<file path="config.mk">
export PLATFORM = sky130hd
export DESIGN_NAME = hazard_ctrl
export DESIGN_NICKNAME = d
export VERILOG_FILES = /design/src/rtl/pipe_pkg.sv /design/src/rtl/hazard_ctrl_sat_counter.sv /design/src/rtl/hazard_ctrl.sv
export SDC_FILE = /design/constraint.sdc
export NUM_CORES = 1
export LEC_CHECK = 0
export CORE_ASPECT_RATIO = 2
export CORE_MARGIN = 1
export CORE_UTILIZATION = 45
export CTS_CLUSTER_DIAMETER = 60
export DETAILED_ROUTE_END_ITERATION = 8
export PLACE_DENSITY = 0.77
export SYNTH_ARGS = -nofsm -noshare
export SYNTH_HDL_FRONTEND = slang
export SYNTH_SLANG_ARGS = --single-unit
</file>
<file path="constraint.sdc">
create_clock -name clk -period 2.52 [get_ports clk]
set_input_delay 0.252 -clock clk [delete_from_list [all_inputs] [get_ports clk]]
set_output_delay 0.252 -clock clk [all_outputs]
set_load 0.1 [all_outputs]
</file>
<file path="src/rtl/pipe_pkg.sv">
// Shared types and constants for the pipeline sequencing logic.
package pipe_pkg;

    typedef enum logic [1:0] {
        RUN      = 2'd0,
        MD_BUSY  = 2'd1,
        MEM_WAIT = 2'd2
    } hz_state_t;

    localparam logic [4:0] REG_ZERO   = 5'd0;
    localparam int         MD_LAT_DEF = 32;
    // Wide enough for the largest legal multiply/divide latency (63).
    localparam int         MD_CNT_W   = 6;

    // A source operand depends on a destination only if it is actually read
    // and the destination is not the hard-wired zero register.
    function automatic logic reg_match(input logic       use_src,
                                       input logic [4:0] src,
                                       input logic [4:0] dst);
        return use_src && (src == dst) && (dst != REG_ZERO);
    endfunction

endpackage

</file>
<file path="src/rtl/hazard_ctrl_sat_counter.sv">
// Saturating up-counter with synchronous clear; holds at all-ones.
module sat_counter #(
    parameter int WIDTH = 16
) (
    input  logic             clk,
    input  logic             srst,
    input  logic             inc,
    output logic [WIDTH-1:0] count
);

    logic [WIDTH-1:0] count_reg;
    logic [WIDTH-1:0] count_next;

    always_comb begin
        count_next = count_reg;
        if (inc && (count_reg != {WIDTH{1'b1}})) begin
            count_next = count_reg + 1'b1;
        end
    end

    always_ff @(posedge clk) begin
        if (srst) begin
            count_reg <= '0;
        end else begin
            count_reg <= count_next;
        end
    end

    assign count = count_reg;

endmodule

</file>
<file path="src/rtl/hazard_ctrl.sv">
// Pipeline sequencing controller: load-use interlock, branch flush,
// multiply/divide occupancy and data-memory wait states.
module hazard_ctrl
    import pipe_pkg::*;
#(
    parameter int MD_LAT = MD_LAT_DEF,
    parameter int CNT_W  = 16
) (
    input  logic             clk,
    input  logic             rst,
    input  logic [4:0]       D_Rs,
    input  logic [4:0]       D_Rt,
    input  logic             D_UseRs,
    input  logic             D_UseRt,
    input  logic             E_MemRd,
    input  logic [4:0]       E_Rw,
    input  logic             E_IsMD,
    input  logic             E_BrTaken,
    input  logic             M_MemReq,
    input  logic             mem_ready,
    output logic             PC_En,
    output logic             D_En,
    output logic             E_En,
    output logic             M_En,
    output logic             D_Flush,
    output logic             E_Flush,
    output logic             M_Flush,
    output logic             md_start,
    output logic             md_busy,
    output logic [CNT_W-1:0] stall_cnt
);

    hz_state_t state_reg, state_next;
    hz_state_t saved_reg, saved_next;
    hz_state_t eff_state, post_state;

    logic [MD_CNT_W-1:0] cnt_reg, cnt_next;

    logic [4:0] src     [2];
    logic       use_src [2];
    logic [1:0] src_hit;

    logic wait_now;
    logic md_active;
    logic md_last;
    logic load_use;
    logic launch;

    assign src[0]     = D_Rs;
    assign src[1]     = D_Rt;
    assign use_src[0] = D_UseRs;
    assign use_src[1] = D_UseRt;

    generate
        for (genvar gi = 0; gi < 2; gi++) begin : g_src
            assign src_hit[gi] = reg_match(use_src[gi], src[gi], E_Rw);
        end
    endgenerate

    // While waiting on memory the controller behaves as the interrupted state,
    // so the cycle that sees mem_ready is handled exactly like that state.
    always_comb begin
        eff_state = (state_reg == MEM_WAIT) ? saved_reg : state_reg;
        wait_now  = M_MemReq && !mem_ready;
        md_active = (eff_state == MD_BUSY);
        md_last   = md_active && (cnt_reg == '0);
        load_use  = E_MemRd && (|src_hit);
        launch    = (eff_state == RUN) && !wait_now && E_IsMD;
    end

    always_comb begin
        post_state = RUN;
        case (eff_state)
            RUN:     post_state = launch  ? MD_BUSY : RUN;
            MD_BUSY: post_state = md_last ? RUN     : MD_BUSY;
            default: post_state = RUN;
        endcase

        state_next = wait_now ? MEM_WAIT   : post_state;
        saved_next = wait_now ? post_state : saved_reg;

        // The MDU keeps counting through memory waits.
        cnt_next = cnt_reg;
        if (launch) begin
            cnt_next = MD_CNT_W'(MD_LAT - 1);
        end else if (md_active && (cnt_reg != '0)) begin
            cnt_next = cnt_reg - 1'b1;
        end
    end

    always_ff @(posedge clk) begin
        if (rst) begin
            state_reg <= RUN;
            saved_reg <= RUN;
            cnt_reg   <= '0;
        end else begin
            state_reg <= state_next;
            saved_reg <= saved_next;
            cnt_reg   <= cnt_next;
        end
    end

    always_comb begin
        PC_En    = 1'b1;
        D_En     = 1'b1;
        E_En     = 1'b1;
        M_En     = 1'b1;
        D_Flush  = 1'b0;
        E_Flush  = 1'b0;
        M_Flush  = 1'b0;
        md_start = 1'b0;
        md_busy  = 1'b0;

        if (rst) begin
            PC_En   = 1'b0;
            D_En    = 1'b0;
            E_En    = 1'b0;
            M_En    = 1'b0;
            D_Flush = 1'b1;
            E_Flush = 1'b1;
            M_Flush = 1'b1;
        end else if (wait_now) begin
            PC_En   = 1'b0;
            D_En    = 1'b0;
            E_En    = 1'b0;
            M_En    = 1'b0;
            md_busy = md_active;
        end else if (md_active) begin
            // Front end frozen; bubbles drain MEM/WB behind the MD instruction.
            PC_En   = 1'b0;
            D_En    = 1'b0;
            E_En    = 1'b0;
            M_Flush = 1'b1;
            md_busy = 1'b1;
        end else begin
            md_start = launch;
            if (E_BrTaken) begin
                D_Flush = 1'b1;
                E_Flush = 1'b1;
            end else if (load_use) begin
                PC_En   = 1'b0;
                D_En    = 1'b0;
                E_Flush = 1'b1;
            end
        end
    end

    sat_counter #(
        .WIDTH (CNT_W)
    ) u_stall_cnt (
        .clk   (clk),
        .srst  (rst),
        .inc   (!PC_En),
        .count (stall_cnt)
    );

endmodule

</file>
After elaboration in Yosys (flattened, before gate mapping)
Index checks and enable logic that the tools add are counted.
{ "op_classes": {"n_addsub": 2, "eq_ne": 5, "n_mux": 34, "reduce_logical": 22} }
{ "op_table": {"columns": ["op", "count"], "rows": [
  ["$mux 1", 29],
  ["$add 16x1->16 const B", 1],
  ["$ne 16x16->1 const B", 1],
  ["$logic_and 1x1->1", 11],
  ["$eq 5x5->1", 2],
  ["$mux 5", 2],
  ["$logic_not 6->1", 1],
  ["$reduce_bool 6->1", 1],
  ["$reduce_or 2->1", 3],
  ["$sub 6x1->6 const B", 1],
  ["$reduce_bool 5->1", 1],
  ["$mux 2", 2],
  ["$logic_not 1->1", 3],
  ["$eq 2x1->1 const B", 1],
  ["$eq 2x2->1 const B", 1],
  ["$logic_not 2->1", 1],
  ["$pmux 1 s2", 1],
  ["$reduce_bool 2->1", 1]
]} }
{ "word_totals": {"reg_bits": 26, "in_bits": 24, "elab_cells": 69} }

Longest topological paths before layout
{ "depth": {"depth_word": 12, "mapped_depth": 9, "depth_no_buf": 8} }

By module
Synthesis repeated with hierarchy kept, for this count alone.
{ "hier_totals": {"hier_cells": 176, "area_unflattened_um2": 1517.7} }
{ "by_module_without_submodules": {"columns": ["module", "instances", "cells_per_inst", "area_per_inst_um2"], "rows": [
  ["sat_counter", 1, 99, 848.3],
  ["hazard_ctrl", 1, 77, 669.4]
]} }

Worst setup path before layout
No wires, ideal clock.
{ "synth_timing": {"path_type": "register -> output", "from": "register state_reg[0]", "to": "output port PC_En", "arrival_ps": 5626, "required_time_ps": 2268, "slack_ps": -3358, "path_stages_with_launch": 5, "path_buffers": 1, "path_cell_list": "dfxtp_1 and3b_1 a2111oi_2 a21boi_0 buf_4"} }
{ "synth_via": {"elab_chain_len": 6} }
{ "synth_lines": {"columns": ["item", "line", "text"], "rows": [
  ["start: declaration", "hazard_ctrl.sv:33", "hz_state_t state_reg, state_next;"],
  ["start signal: assignment", "hazard_ctrl.sv:97", "state_reg <= state_next;"],
  ["$eq 2x2->1", "hazard_ctrl.sv:63", "eff_state = (state_reg == MEM_WAIT) ? saved_reg : state_reg;"],
  ["$mux 2 *", "hazard_ctrl.sv:63", null],
  ["$eq 2x1->1 *", "hazard_ctrl.sv:65", "md_active = (eff_state == MD_BUSY);"],
  ["$mux 1 * (3 in a row)", null, null],
  ["end: declaration", "hazard_ctrl.sv:21", "output logic PC_En,"]
]} }
Mark *: on every way between the ends. The rest lies on a longest branch, timed or not.

Final worst setup path
{ "layout_timing": {"from": "input port E_Rw[3]", "to": "output port E_Flush"} }
{ "layout_via": {"elab_chain_len": 10} }
{ "layout_lines": {"columns": ["item", "line", "text"], "rows": [
  ["start: declaration", "hazard_ctrl.sv:16", "input logic [4:0] E_Rw,"],
  ["$eq 5x5->1", "pipe_pkg.sv:20", "return use_src && (src == dst) && (dst != REG_ZERO);"],
  ["$logic_and 1x1->1 (2 in a row)", "pipe_pkg.sv:20", null],
  ["$reduce_or 2->1 *", "hazard_ctrl.sv:67", "load_use = E_MemRd && (|src_hit);"],
  ["$logic_and 1x1->1 *", "hazard_ctrl.sv:67", null],
  ["$mux 1 *", "hazard_ctrl.sv:140", "end else if (load_use) begin"],
  ["$mux 1 *", "hazard_ctrl.sv:137", "if (E_BrTaken) begin"],
  ["$mux 1 *", "hazard_ctrl.sv:128", "end else if (md_active) begin"],
  ["$mux 1 *", "hazard_ctrl.sv:122", "end else if (wait_now) begin"],
  ["$mux 1 *", "hazard_ctrl.sv:114", "if (rst) begin"],
  ["end: declaration", "hazard_ctrl.sv:26", "output logic E_Flush,"]
]} }
Marked as above.

==> run_results.csv <==
group,metric,value,unit
outcome,status,"finished clean",
setup_path,cp-endpoint,"E_Flush",
sta,rsz0062_at_grt,"false",
cells_and_area,syn_to_final_growth,44.5,%
pwr,net-switching-power,362,uW
synth,syn_area,1450,sq um
placed_design,post-place-ws,0.155,ns
global_routing,antenna_found_initial,0,
clock_tree,ctsResizeCount,0,
synth,synth_ff_type,"dfxtp_1",
setup_path,cp_max_fo,3,
sta,slew_viol_final,0,
synth,yosysTopAreaCell,"dfxtp_1",
sta,worst_slew_pin_slew,0.382,ns
pwr,p_seq_share,42.0,%
sta,setup_ws,0.221,ns
sta,setup_violations,0,
global_routing,grt_max_degree,30,
global_routing,grt_pass1_wl,6240,um
setup_path,reg2reg_to,"u_stall_cnt.count[6]",
clock_tree,tritoncts,"yes",
clock_tree,cts_buffer_depth,2,
placed_design,place_congestion,0.771,
clock_tree,numCtsBuffers,3,
sta,max_clock_freq,0.435,GHz
route,firstDrtPassIters,4,
floorplan,start_util,48.2,%
synth,ys_seq_elements,25,
placed_design,place_area,2050,sq um
pwr,peakVddDrop,0.000470,V
route,wl_per_cell,14.7,um
pwr,pwr-share-clk,23.4,%
placed_design,dpl.hpwl,2960,um
route,wl,3760,um
setup_path,r2r_start,"u_stall_cnt.count[10]",
sta,fin_crit_sh,91.2,%
synth,postSynthAreaPerCell,8.30,sq um
hold_path,min_from,"saved_reg[0]",
route,first_iter_violations,33,
pwr,p_comb_share,34.7,%
setup_path,start_kind,"primary input",
floorplan,dieHeight,82.4,um
synth,ys_top_cells_by_count,"25 x dfxtp_1, 18 x a21oi_1, 12 x nand2_1, 12 x or3_1, 12 x xnor2_1",
global_routing,grt_overflow_total,0,
synth,ys_seq_area_share,34.5,%
sta,relSlewSlack,74.5,%
sta,fin_setup_tns,0,ns
synth,yosysWarningCount,0,
route,drc,0,
setup_path,cp.required,2.27,ns
placed_design,dp_cells,252,
placed_design,portBuffers,48,
setup_path,critPathLaunch,"E_Rw[3]",
clock_tree,clock-sinks,25,
cells_and_area,antenna_cells,0,
clock_tree,clkSlewWorstSetupHoldPaths,0.09,ns
synth,yosysMostFrequentCell,"dfxtp_1",
route,vias,1463,
synth,synth_top_area_share,34.5,%
setup_path,max_stage_delay,0.55,ns
sta,period_minus_slack,2.30,ns
synth,synth.area.top_cells,"dfxtp_1 34%, xnor2_1 7.2%, a21oi_1 6.2%",
global_routing,grt_usage,22.8,%
global_routing,grt_pass1_vias,1482,
synth,synth_edf_count,0,
setup_path,crit_chain,"clkdlybuf4s50_1, xnor2_1, nand4_1, o22ai_1, buf_4, a21o_1, buf_12",
setup_path,cp-end-kind,"output pin",
floorplan,fp.dieW,42.2,um
synth,ys_types,44,
cells_and_area,drive_gt1_share,20.4,%
route,vias_per_cell,5.71,
sta,fin_skew,0.00420,ns
setup_path,crit_type,"in2out",
setup_path,r2r_setup_slack,0.46,ns
cells_and_area,post-route-util,69.7,%
synth,synth_cells,175,
setup_path,r2r_cells,7,
pwr,powerDensity,489,nW/um^2
hold_path,hold_class,"reg2reg",
pwr,leakage,0.798,nW
setup_path,arrival,2.05,ns
synth,synthArstFlopShare,0,%
clock_tree,clkLatencyLatePin,0.27,ns
cells_and_area,fin_area,2100,sq um
floorplan,core_area,3010,sq um
setup_path,crit_slowest_cell,"clkdlybuf4s50_1",
hold_path,holdPathStages,2,
floorplan,rows,28,
pwr,p_int,665,uW
clock_tree,holdBufCountCts,0,
synth,synth_nets,202,
pwr,swShare,35.2,%
clock_tree,post-cts-setup-buffer-count,0,
cells_and_area,largest_reg_flops,16,
sta,finalHoldViolCount,0,
cells_and_area,nets,254,
clock_tree,cts_root_buffer,"clkbuf_8",
route,ant_nets,0,
job,max_cap_violations,0,
clock_tree,cts_max_level,1,
floorplan,pin_count,49,
floorplan,die_area,3470,sq um
cells_and_area,finalNonFillerCells,256,
worst min-delay path by stage:
stage | endpoint | slack (ns)
after global routing | saved_reg[0] | 0.51
after floorplan | saved_reg[0] | 0.45
after detailed placement | saved_reg[0] | 0.47
after CTS | saved_reg[0] | 0.49
final | saved_reg[0] | 0.49
after global placement | saved_reg[0] | 0.46
layer usage:
layer	track usage, %	vias up	wire length, um
met2	45.2	47	2100
met1	23.1	675	1390
met3	2.83	9	178
met5	0	-	0
li1	-	732	-
met4	9.69	0	92
cells in the final DEF, fill, tap and decap left out, types with 2 or more instances in the layout:
cell type	Yosys	layout
dfxtp_1	25	24
clkdlybuf4s50_1	0	23
buf_4	1	20
a21oi_1	18	18
xnor2_1	12	12
nand2_1	12	12
or3_1	12	12
nor2_1	11	11
buf_12	0	10
nand3_1	9	9
o21ai_1	8	8
inv_1	6	6
nor3_1	5	5
nand4_1	4	4
o21ai_0	4	4
xor2_1	4	4
a21o_1	3	3
ha_1	3	3
clkbuf_8	0	3
nand2b_1	2	2
or2_2	2	2
and3_1	2	2
nor4_1	2	2
or4_1	2	2
o21a_1	2	2
o21ba_1	2	2
cell families after synthesis:
family	share of synthesized area (%)
buffers and inverters	4.65
adders and majority gates	2.58
AOI/OAI and AO/OA	21.6
muxes	0.689
and+or+nand+nor	26.4
xor gates and xnor gates	9.65
DFF	34.5
power groups by stage:
stage          clock, mW  combinational [mW]  sequential (mW)
6_report           0.240               0.356            0.431
5_1_grt            0.260               0.378            0.434
4_1_cts            0.249               0.358            0.431
3_5_place_dp           0               0.357            0.440
3_3_place_gp           0               0.353            0.439
2_1_floorplan          0               0.196            0.479
cell type report:
cell class | count | area [sq um]
fill | 245 | 913
multi-input combinational | 138 | 908
timing repair buffer | 53 | 581
sequential | 25 | 502
clock buffer | 3 | 41.3
tap | 30 | 37.5
inverter | 6 | 22.5
clock inverter | 1 | 7.51
critical path: cells and delay by family:
family / cells / cell delay [ns]
AOI/OAI and AO/OA: 2 / 0.53
xor gates and xnor gates: 1 / 0.17
buffers and inverters: 3 / 0.93
and+or+nand+nor: 1 / 0.16
metrics by stage:
step / hold WS [ns] / power, mW
global route: 0.511 / 1.07
CTS: 0.486 / 1.04
detailed placement: 0.472 / 0.797
floorplan: 0.445 / 0.675
global placement: 0.463 / 0.792
finish: 0.489 / 1.03
Power figures use the tool's default switching activity.
